<file path="config.mk">
export PLATFORM = sky130hd
export DESIGN_NAME = alu_seq_unit
export DESIGN_NICKNAME = d
export VERILOG_FILES = /design/src/rtl/alu_seq_unit_pkg.sv /design/src/rtl/alu_seq_iter.sv /design/src/rtl/alu_seq_unit.sv
export SDC_FILE = /design/constraint.sdc
export NUM_CORES = 1
export LEC_CHECK = 0
export ABC_AREA = 1
export BUFFER_PORTS_ARGS = -buffer_cell sky130_fd_sc_hd__buf_4
export CAP_MARGIN = 10
export CORE_ASPECT_RATIO = 0.7
export CORE_MARGIN = 4
export CORE_UTILIZATION = 60
export CTS_BUF_LIST = sky130_fd_sc_hd__clkbuf_4 sky130_fd_sc_hd__clkbuf_8
export CTS_CLUSTER_DIAMETER = 40
export CTS_CLUSTER_SIZE = 25
export DETAILED_ROUTE_END_ITERATION = 8
export GPL_TIMING_DRIVEN = 1
export PLACE_DENSITY = 0.86
export SKIP_LAST_GASP = 1
export SLEW_MARGIN = 0
export SYNTH_ARGS = -nofsm -noshare
export SYNTH_HDL_FRONTEND = slang
export SYNTH_SLANG_ARGS = --single-unit
</file>
<file path="constraint.sdc">
create_clock -name clk -period 3.07 [get_ports clk]
set_input_delay 0.614 -clock clk [delete_from_list [all_inputs] [get_ports clk]]
set_output_delay 0.614 -clock clk [all_outputs]
set_load 0.05 [all_outputs]
</file>
<file path="src/rtl/alu_seq_unit_pkg.sv">
// Shared opcodes and FSM state encoding for alu_seq_unit.
// Define ALU_SEQ_DIV_EN to build the divider and its DIV_RUN state.
package alu_seq_unit_pkg;

  localparam logic [3:0] OpAdd  = 4'd0;
  localparam logic [3:0] OpSub  = 4'd1;
  localparam logic [3:0] OpAnd  = 4'd2;
  localparam logic [3:0] OpOr   = 4'd3;
  localparam logic [3:0] OpXor  = 4'd4;
  localparam logic [3:0] OpInc  = 4'd5;
  localparam logic [3:0] OpDec  = 4'd6;
  localparam logic [3:0] OpPassB = 4'd7;
  localparam logic [3:0] OpMul  = 4'd8;
  localparam logic [3:0] OpDiv  = 4'd9;

  typedef enum logic [1:0] {
    StIdle   = 2'd0,
`ifdef ALU_SEQ_DIV_EN
    StDivRun = 2'd2,
`endif
    StMulRun = 2'd1
  } state_e;

endpackage

</file>
<file path="src/rtl/alu_seq_iter.sv">
// Iterative shift-add multiplier / restoring divider core, one bit per step.
// The divider path exists only when ALU_SEQ_DIV_EN is defined.
module alu_seq_iter #(
  parameter int unsigned Width = 12
) (
  input  logic             clk_i,
  input  logic             rst_i,
  input  logic             load_i,
`ifdef ALU_SEQ_DIV_EN
  input  logic             div_i,
`endif
  input  logic             step_i,
  input  logic [Width-1:0] a_i,
  input  logic [Width-1:0] b_i,
  output logic [Width-1:0] hi_o,
  output logic [Width-1:0] lo_o,
  output logic             last_o
);

  localparam int unsigned CntW = (Width > 1) ? $clog2(Width) : 1;

  // hi holds the partial product high half / remainder, lo the multiplier / quotient.
  logic [Width-1:0] hi_q, hi_d, lo_q, lo_d, mcand_q, mcand_d;
  logic [CntW-1:0]  cnt_q, cnt_d;
  logic [Width:0]   add_sum;
`ifdef ALU_SEQ_DIV_EN
  logic             div_q, div_d;
  logic [Width:0]   shifted;
  logic [Width-1:0] trial;
  logic             fits;
`endif

  always_comb begin
    hi_d    = hi_q;
    lo_d    = lo_q;
    mcand_d = mcand_q;
    cnt_d   = cnt_q;
    add_sum = {1'b0, hi_q} + (lo_q[0] ? {1'b0, mcand_q} : '0);
`ifdef ALU_SEQ_DIV_EN
    div_d   = div_q;
    shifted = {hi_q, lo_q[Width-1]};
    fits    = shifted >= {1'b0, mcand_q};
    trial   = shifted[Width-1:0] - mcand_q;
`endif
    if (load_i) begin
      hi_d    = '0;
      cnt_d   = '0;
      lo_d    = b_i;
      mcand_d = a_i;
`ifdef ALU_SEQ_DIV_EN
      div_d   = div_i;
      if (div_i) begin
        lo_d    = a_i;
        mcand_d = b_i;
      end
`endif
    end else if (step_i) begin
      cnt_d = cnt_q + CntW'(1);
      hi_d  = add_sum[Width:1];
      lo_d  = {add_sum[0], lo_q[Width-1:1]};
`ifdef ALU_SEQ_DIV_EN
      if (div_q) begin
        hi_d = fits ? trial : shifted[Width-1:0];
        lo_d = {lo_q[Width-2:0], fits};
      end
`endif
    end
  end

  always_ff @(posedge clk_i or posedge rst_i) begin
    if (rst_i) begin
      hi_q    <= '0;
      lo_q    <= '0;
      mcand_q <= '0;
      cnt_q   <= '0;
`ifdef ALU_SEQ_DIV_EN
      div_q   <= 1'b0;
`endif
    end else begin
      hi_q    <= hi_d;
      lo_q    <= lo_d;
      mcand_q <= mcand_d;
      cnt_q   <= cnt_d;
`ifdef ALU_SEQ_DIV_EN
      div_q   <= div_d;
`endif
    end
  end

  // Next-state values let the controller capture the final step in the same edge.
  assign hi_o   = hi_d;
  assign lo_o   = lo_d;
  assign last_o = (cnt_q == CntW'(Width - 1));

endmodule

</file>
<file path="src/rtl/alu_seq_unit.sv">
// Sequencing ALU: single-cycle logic/arith ops plus iterative MUL and optional DIV.
// Define ALU_SEQ_DIV_EN to enable DIV; otherwise DIV is a NOP and div_err stays 0.
module alu_seq_unit
  import alu_seq_unit_pkg::*;
#(
  parameter int unsigned reg_width = 12
) (
  input  logic                 clk,
  input  logic                 reset,
  input  logic                 start,
  input  logic [3:0]           op,
  input  logic [reg_width-1:0] a,
  input  logic [reg_width-1:0] b,
  output logic [reg_width-1:0] result,
  output logic                 ac_we,
  output logic                 busy,
  output logic                 carry,
  output logic                 div_err
);

  localparam logic [reg_width-1:0] OneW = reg_width'(1);

  state_e               state_q, state_d;
  logic [reg_width-1:0] result_q, result_d;
  logic                 carry_q, carry_d, div_err_q, div_err_d;
  logic                 ac_we_q, ac_we_d, busy_q, busy_d;
  logic                 iter_load, iter_step, iter_last;
  logic [reg_width-1:0] iter_hi, iter_lo;

  alu_seq_iter #(
    .Width (reg_width)
  ) u_iter (
    .clk_i  (clk),
    .rst_i  (reset),
    .load_i (iter_load),
`ifdef ALU_SEQ_DIV_EN
    .div_i  (op == OpDiv),
`endif
    .step_i (iter_step),
    .a_i    (a),
    .b_i    (b),
    .hi_o   (iter_hi),
    .lo_o   (iter_lo),
    .last_o (iter_last)
  );

  always_comb begin
    state_d   = state_q;
    result_d  = result_q;
    carry_d   = carry_q;
    div_err_d = div_err_q;
    ac_we_d   = 1'b0;
    busy_d    = busy_q;
    iter_load = 1'b0;
    iter_step = 1'b0;
    unique case (state_q)
      StIdle: begin
        if (start) begin
          ac_we_d   = 1'b1;
          div_err_d = 1'b0;
          carry_d   = 1'b0;
          case (op)
            OpAdd:   {carry_d, result_d} = {1'b0, a} + {1'b0, b};
            OpSub: begin
              result_d = a - b;
              carry_d  = a < b;
            end
            OpAnd:   result_d = a & b;
            OpOr:    result_d = a | b;
            OpXor:   result_d = a ^ b;
            OpInc: begin
              result_d = a + OneW;
              carry_d  = &a;
            end
            OpDec: begin
              result_d = a - OneW;
              carry_d  = ~|a;
            end
            OpPassB: result_d = b;
            OpMul: begin
              ac_we_d   = 1'b0;
              carry_d   = carry_q;
              div_err_d = div_err_q;
              iter_load = 1'b1;
              busy_d    = 1'b1;
              state_d   = StMulRun;
            end
`ifdef ALU_SEQ_DIV_EN
            OpDiv: begin
              if (b == '0) begin
                result_d  = '1;
                div_err_d = 1'b1;
              end else begin
                ac_we_d   = 1'b0;
                carry_d   = carry_q;
                div_err_d = div_err_q;
                iter_load = 1'b1;
                busy_d    = 1'b1;
                state_d   = StDivRun;
              end
            end
`endif
            default: begin
              // Undefined opcode: leave every architectural output untouched.
              ac_we_d   = 1'b0;
              carry_d   = carry_q;
              div_err_d = div_err_q;
            end
          endcase
        end
      end
      StMulRun: begin
        iter_step = 1'b1;
        if (iter_last) begin
          result_d  = iter_lo;
          carry_d   = |iter_hi;
          div_err_d = 1'b0;
          ac_we_d   = 1'b1;
          busy_d    = 1'b0;
          state_d   = StIdle;
        end
      end
`ifdef ALU_SEQ_DIV_EN
      StDivRun: begin
        iter_step = 1'b1;
        if (iter_last) begin
          result_d  = iter_lo;
          carry_d   = 1'b0;
          div_err_d = 1'b0;
          ac_we_d   = 1'b1;
          busy_d    = 1'b0;
          state_d   = StIdle;
        end
      end
`endif
      default: begin
        busy_d  = 1'b0;
        state_d = StIdle;
      end
    endcase
  end

  always_ff @(posedge clk or posedge reset) begin
    if (reset) begin
      state_q   <= StIdle;
      result_q  <= '0;
      carry_q   <= 1'b0;
      div_err_q <= 1'b0;
      ac_we_q   <= 1'b0;
      busy_q    <= 1'b0;
    end else begin
      state_q   <= state_d;
      result_q  <= result_d;
      carry_q   <= carry_d;
      div_err_q <= div_err_d;
      ac_we_q   <= ac_we_d;
      busy_q    <= busy_d;
    end
  end

  assign result  = result_q;
  assign carry   = carry_q;
  assign div_err = div_err_q;
  assign ac_we   = ac_we_q;
  assign busy    = busy_q;

endmodule

</file>
==> run_results.csv <==
group,metric,value,unit
cells_and_area,drive_above_1_share,11.5,%
worst_setup_path,cp-endpoint,"result[8]",
clock_network,number_of_buffers_created_by_cts,5,
worst_setup_path,r2r_setup_slack,360,ps
logic_synthesis,synth.yosys.warnings,0,
worst_setup_path,worstReg2RegEnd,"carry",
place,postPlaceCellArea,6090,um^2
sta,finalSetupViolCount,0,
clock_network,cts-hold-fix-buffers,0,
place,place.port_buffers,45,
logic_synthesis,synth_area_leader_cell,"sky130_fd_sc_hd__dfrtp_1",
logic_synthesis,synthesis.nets,934,
sta,finalMaxSlewViolations,0,
sta,rsz_0062_raised_after_global_routing,"false",
power_and_ir_drop,totalPowerFinal,3.94,mW
grt,grt-ovfl-total,0,
power_and_ir_drop,powerDensity,638,nW/um^2
logic_synthesis,yosys_register_bits,55,
grt,grt_most_used_layer,"met1",
worst_setup_path,crit-reg2reg-launch,"u_iter.lo_q[0]",
detailed_routing,dr_total_vias,6049,
logic_synthesis,synth_cells,848,
grt,use_met2,46.4,%
logic_synthesis,synth-simple-area-share,32.8,%
sta,hold_ws,408,ps
grt,grt_util_all_layers,34.7,%
worst_setup_path,crit_path_start_kind,"primary input",
run_status,outcome,"completed",
grt,pin_count_of_the_biggest_net_entering_global_routing,35,
clock_network,post_cts_buffers,0,
cells_and_area,syn2layout_area_growth,10.9,%
place,place_ws,148,ps
clock_network,cts.reportedPaths.clkPinSlew,100,ps
floorplanning,die_width,123,um
grt,grt_util_met3,11.7,%
floorplanning,start_util,61.4,%
floorplanning,floorplan.io_pins,47,
sta,min_period,2750,ps
floorplanning,die_h,88.6,um
detailed_routing,detailedRoute.firstIterationViolations,874,
worst_setup_path,worst_ep_arrival_time,2950,ps
clock_network,tritoncts,"yes",
logic_synthesis,ys_top_cells_by_area,"sky130_fd_sc_hd__dfrtp_1, sky130_fd_sc_hd__nand2_1, sky130_fd_sc_hd__ha_1",
floorplanning,core.rowCount,29,
logic_synthesis,ys_top_cells_by_count,"sky130_fd_sc_hd__nand2_1, sky130_fd_sc_hd__inv_1, sky130_fd_sc_hd__nand3_1",
sta,setup_ws,323,ps
detailed_routing,wl,18500,um
floorplanning,die_area,10900,um^2
sta,timing.clock.skew,7.57,ps
cells_and_area,num_antenna_cells,0,
cells_and_area,post_route_cell_area,6180,um^2
logic_synthesis,synth.most_common_cell,"sky130_fd_sc_hd__nand2_1",
logic_synthesis,yosysSeqAreaShare,24.7,%
logic_synthesis,share_of_synthesized_area_spent_on_multiplexers,0,%
clock_network,clockBufferDepth,2,
worst_setup_path,critical_path.max_fanout,6,
clock_network,cts.sinks,55,
floorplanning,core_region_area,9070,um^2
clock_network,h-tree-depth,2,
grt,vias_in_the_first_global_route,5444,
sta,worst_margin_slew,730,ps
logic_synthesis,synthesis.area_per_instance,6.57,um^2
power_and_ir_drop,p_leak,3.40,nW
worst_setup_path,timing.critical_path.required,3280,ps
cells_and_area,n_fill_cell,830,
logic_synthesis,postSynth.topFlopCell,"sky130_fd_sc_hd__dfrtp_1",
detailed_routing,drtPass1Iterations,5,
logic_synthesis,synth_edf_count,0,
worst_setup_path,r2r_cells,15,
cells_and_area,final_net_count,984,
logic_synthesis,async_reset_ff_share,100,%
logic_synthesis,post_synth_xor_area_fraction,1.89,%
logic_synthesis,syn-cell-area,5570,um^2
logic_synthesis,post-synth-top-area-fraction,24.7,%
detailed_routing,via_to_cell_ratio,5.91,
sta,hold_viol_final,0,
cells_and_area,fin_cells,1023,
grt,antenna_found_initial,0,
sta,post-route-period-util,89.5,%
grt,grt_first_pass_wirelength,29000,um
place,dp_hpwl,14700,um
logic_synthesis,post_synth_num_cell_types,47,
grt,gr-usage-met1,53.2,%
detailed_routing,route.antenna.remaining_nets,0,
worst_setup_path,setup.worst_path.end_class,"flip-flop",
detailed_routing,route.detailed.drc,0,
power_and_ir_drop,peakVddDrop,0.667,mV
job,max_cap_violation_count,0,
place,dp.cells,1015,
sta,maximum_frequency_from_static_timing_analysis,0.364,GHz
logic_synthesis,synth_fa_ha_area_share,12.8,%
hold_path,min-delay-path-class,"in -> async",
logic_synthesis,compound_gate_fraction_of_synth_area,16.7,%
place,routabilityCongestion,1.08,
cells_and_area,finish.utilization,68.1,%
clock_network,clock_latency,320,ps
sta,max-slew-margin-rel,51.3,%
clock_network,clockRootBuffer,"sky130_fd_sc_hd__clkbuf_8",
worst_setup_path,worstSetupStartpoint,"a[0]",
worst_setup_path,crit_path_kind,"in -> reg",
logic_synthesis,synth_top_family_by_area,"simple AND/OR/NAND/NOR gates",
clock_network,post_cts_resized,0,
detailed_routing,wl_per_cell,18.1,um
sta,timing.setup.tns,0,ps
[final cells by class]
cell class	count	area, um^2	share of cell area, %
Inverter	126	473	7.66
Tap cell	124	155	2.51
Multi-Input combinational cell	642	3570	57.8
Sequential cell	55	1380	22.3
Clock inverter	2	12.5	0.203
Timing Repair Buffer	68	510	8.27
Clock buffer	6	76.3	1.24
[flip-flops by register name, indices dropped and copies added (netlist names)]
register / flops
result: 12
u_iter.hi_q: 12
u_iter.lo_q: 12
u_iter.mcand_q: 12
u_iter.cnt_q: 4
ac_we: 1
busy: 1
carry: 1
[routing by layer]
| layer | wire length, um | part of all wire [%] |
|---|---|---|
| met1 | 8260 | 45 |
| met2 | 7010 | 38 |
| met3 | 2790 | 15 |
| met4 | 413 | 2.2 |
| met5 | 0 | 0 |
[cells in the final DEF (no fill, tap or decap), types with 4 or more instances in the layout]
| cell type | synthesis | final |
|---|---|---|
| sky130_fd_sc_hd__inv_2 | 4 | 5 |
| sky130_fd_sc_hd__o22ai_1 | 10 | 10 |
| sky130_fd_sc_hd__xor2_1 | 11 | 11 |
| sky130_fd_sc_hd__nand2_1 | 239 | 239 |
| sky130_fd_sc_hd__inv_1 | 122 | 121 |
| sky130_fd_sc_hd__buf_4 | 2 | 68 |
| sky130_fd_sc_hd__a211oi_1 | 6 | 6 |
| sky130_fd_sc_hd__clkbuf_8 | 0 | 5 |
| sky130_fd_sc_hd__nand3_1 | 60 | 60 |
| sky130_fd_sc_hd__o221ai_1 | 5 | 5 |
| sky130_fd_sc_hd__a31oi_1 | 8 | 8 |
| sky130_fd_sc_hd__nand4_1 | 21 | 21 |
| sky130_fd_sc_hd__dfrtp_1 | 55 | 55 |
| sky130_fd_sc_hd__nand2_2 | 8 | 8 |
| sky130_fd_sc_hd__o21ai_1 | 8 | 8 |
| sky130_fd_sc_hd__nor3_1 | 10 | 10 |
| sky130_fd_sc_hd__nor2_1 | 57 | 57 |
| sky130_fd_sc_hd__a21oi_1 | 41 | 41 |
| sky130_fd_sc_hd__o211ai_1 | 8 | 8 |
| sky130_fd_sc_hd__a21boi_0 | 4 | 4 |
| sky130_fd_sc_hd__ha_1 | 52 | 52 |
| sky130_fd_sc_hd__nand3b_1 | 5 | 5 |
| sky130_fd_sc_hd__o21ai_0 | 52 | 52 |
[cell families (layout without fill, tap and decap cells)]
kind of cell,after synthesis,in the layout
AND/OR/NAND/NOR,416,416
flip-flops,55,55
XOR/XNOR,12,12
AO/OA/AOI/OAI,158,158
buffers and inverters,151,202
adder cells (fa/ha/maj),55,55
other,1,1
[critical path, stage by stage]
cell	delay [ps]
sky130_fd_sc_hd__buf_4	140
sky130_fd_sc_hd__inv_1	150
sky130_fd_sc_hd__ha_1	170
sky130_fd_sc_hd__inv_1	90
sky130_fd_sc_hd__fa_1	430
sky130_fd_sc_hd__nand3_1	110
sky130_fd_sc_hd__nand2_1	160
sky130_fd_sc_hd__nand3_1	110
sky130_fd_sc_hd__nand2_1	80
sky130_fd_sc_hd__o21ai_0	340
sky130_fd_sc_hd__nand4_1	320
sky130_fd_sc_hd__nor2_1	170
sky130_fd_sc_hd__o21ai_1	70
[power by group]
part	switching [mW]	internal, mW	total (mW)
Combinational	1.54	0.747	2.29
Clock	0.245	0.169	0.414
Sequential	0.208	1.03	1.24
[worst min path at each step]
stage / from / to / slack [ps] / depth (start not counted)
after global routing: reset / result[8] / 450 / 2
final: reset / u_iter.cnt_q[1] / 410 / 2
after CTS: reset / result[8] / 430 / 2
after global placement: carry / carry / 470 / 2
after detailed placement: carry / carry / 470 / 2
after floorplan: u_iter.mcand_q[10] / u_iter.mcand_q[10] / 450 / 2
(Power assumes the default switching activity.)
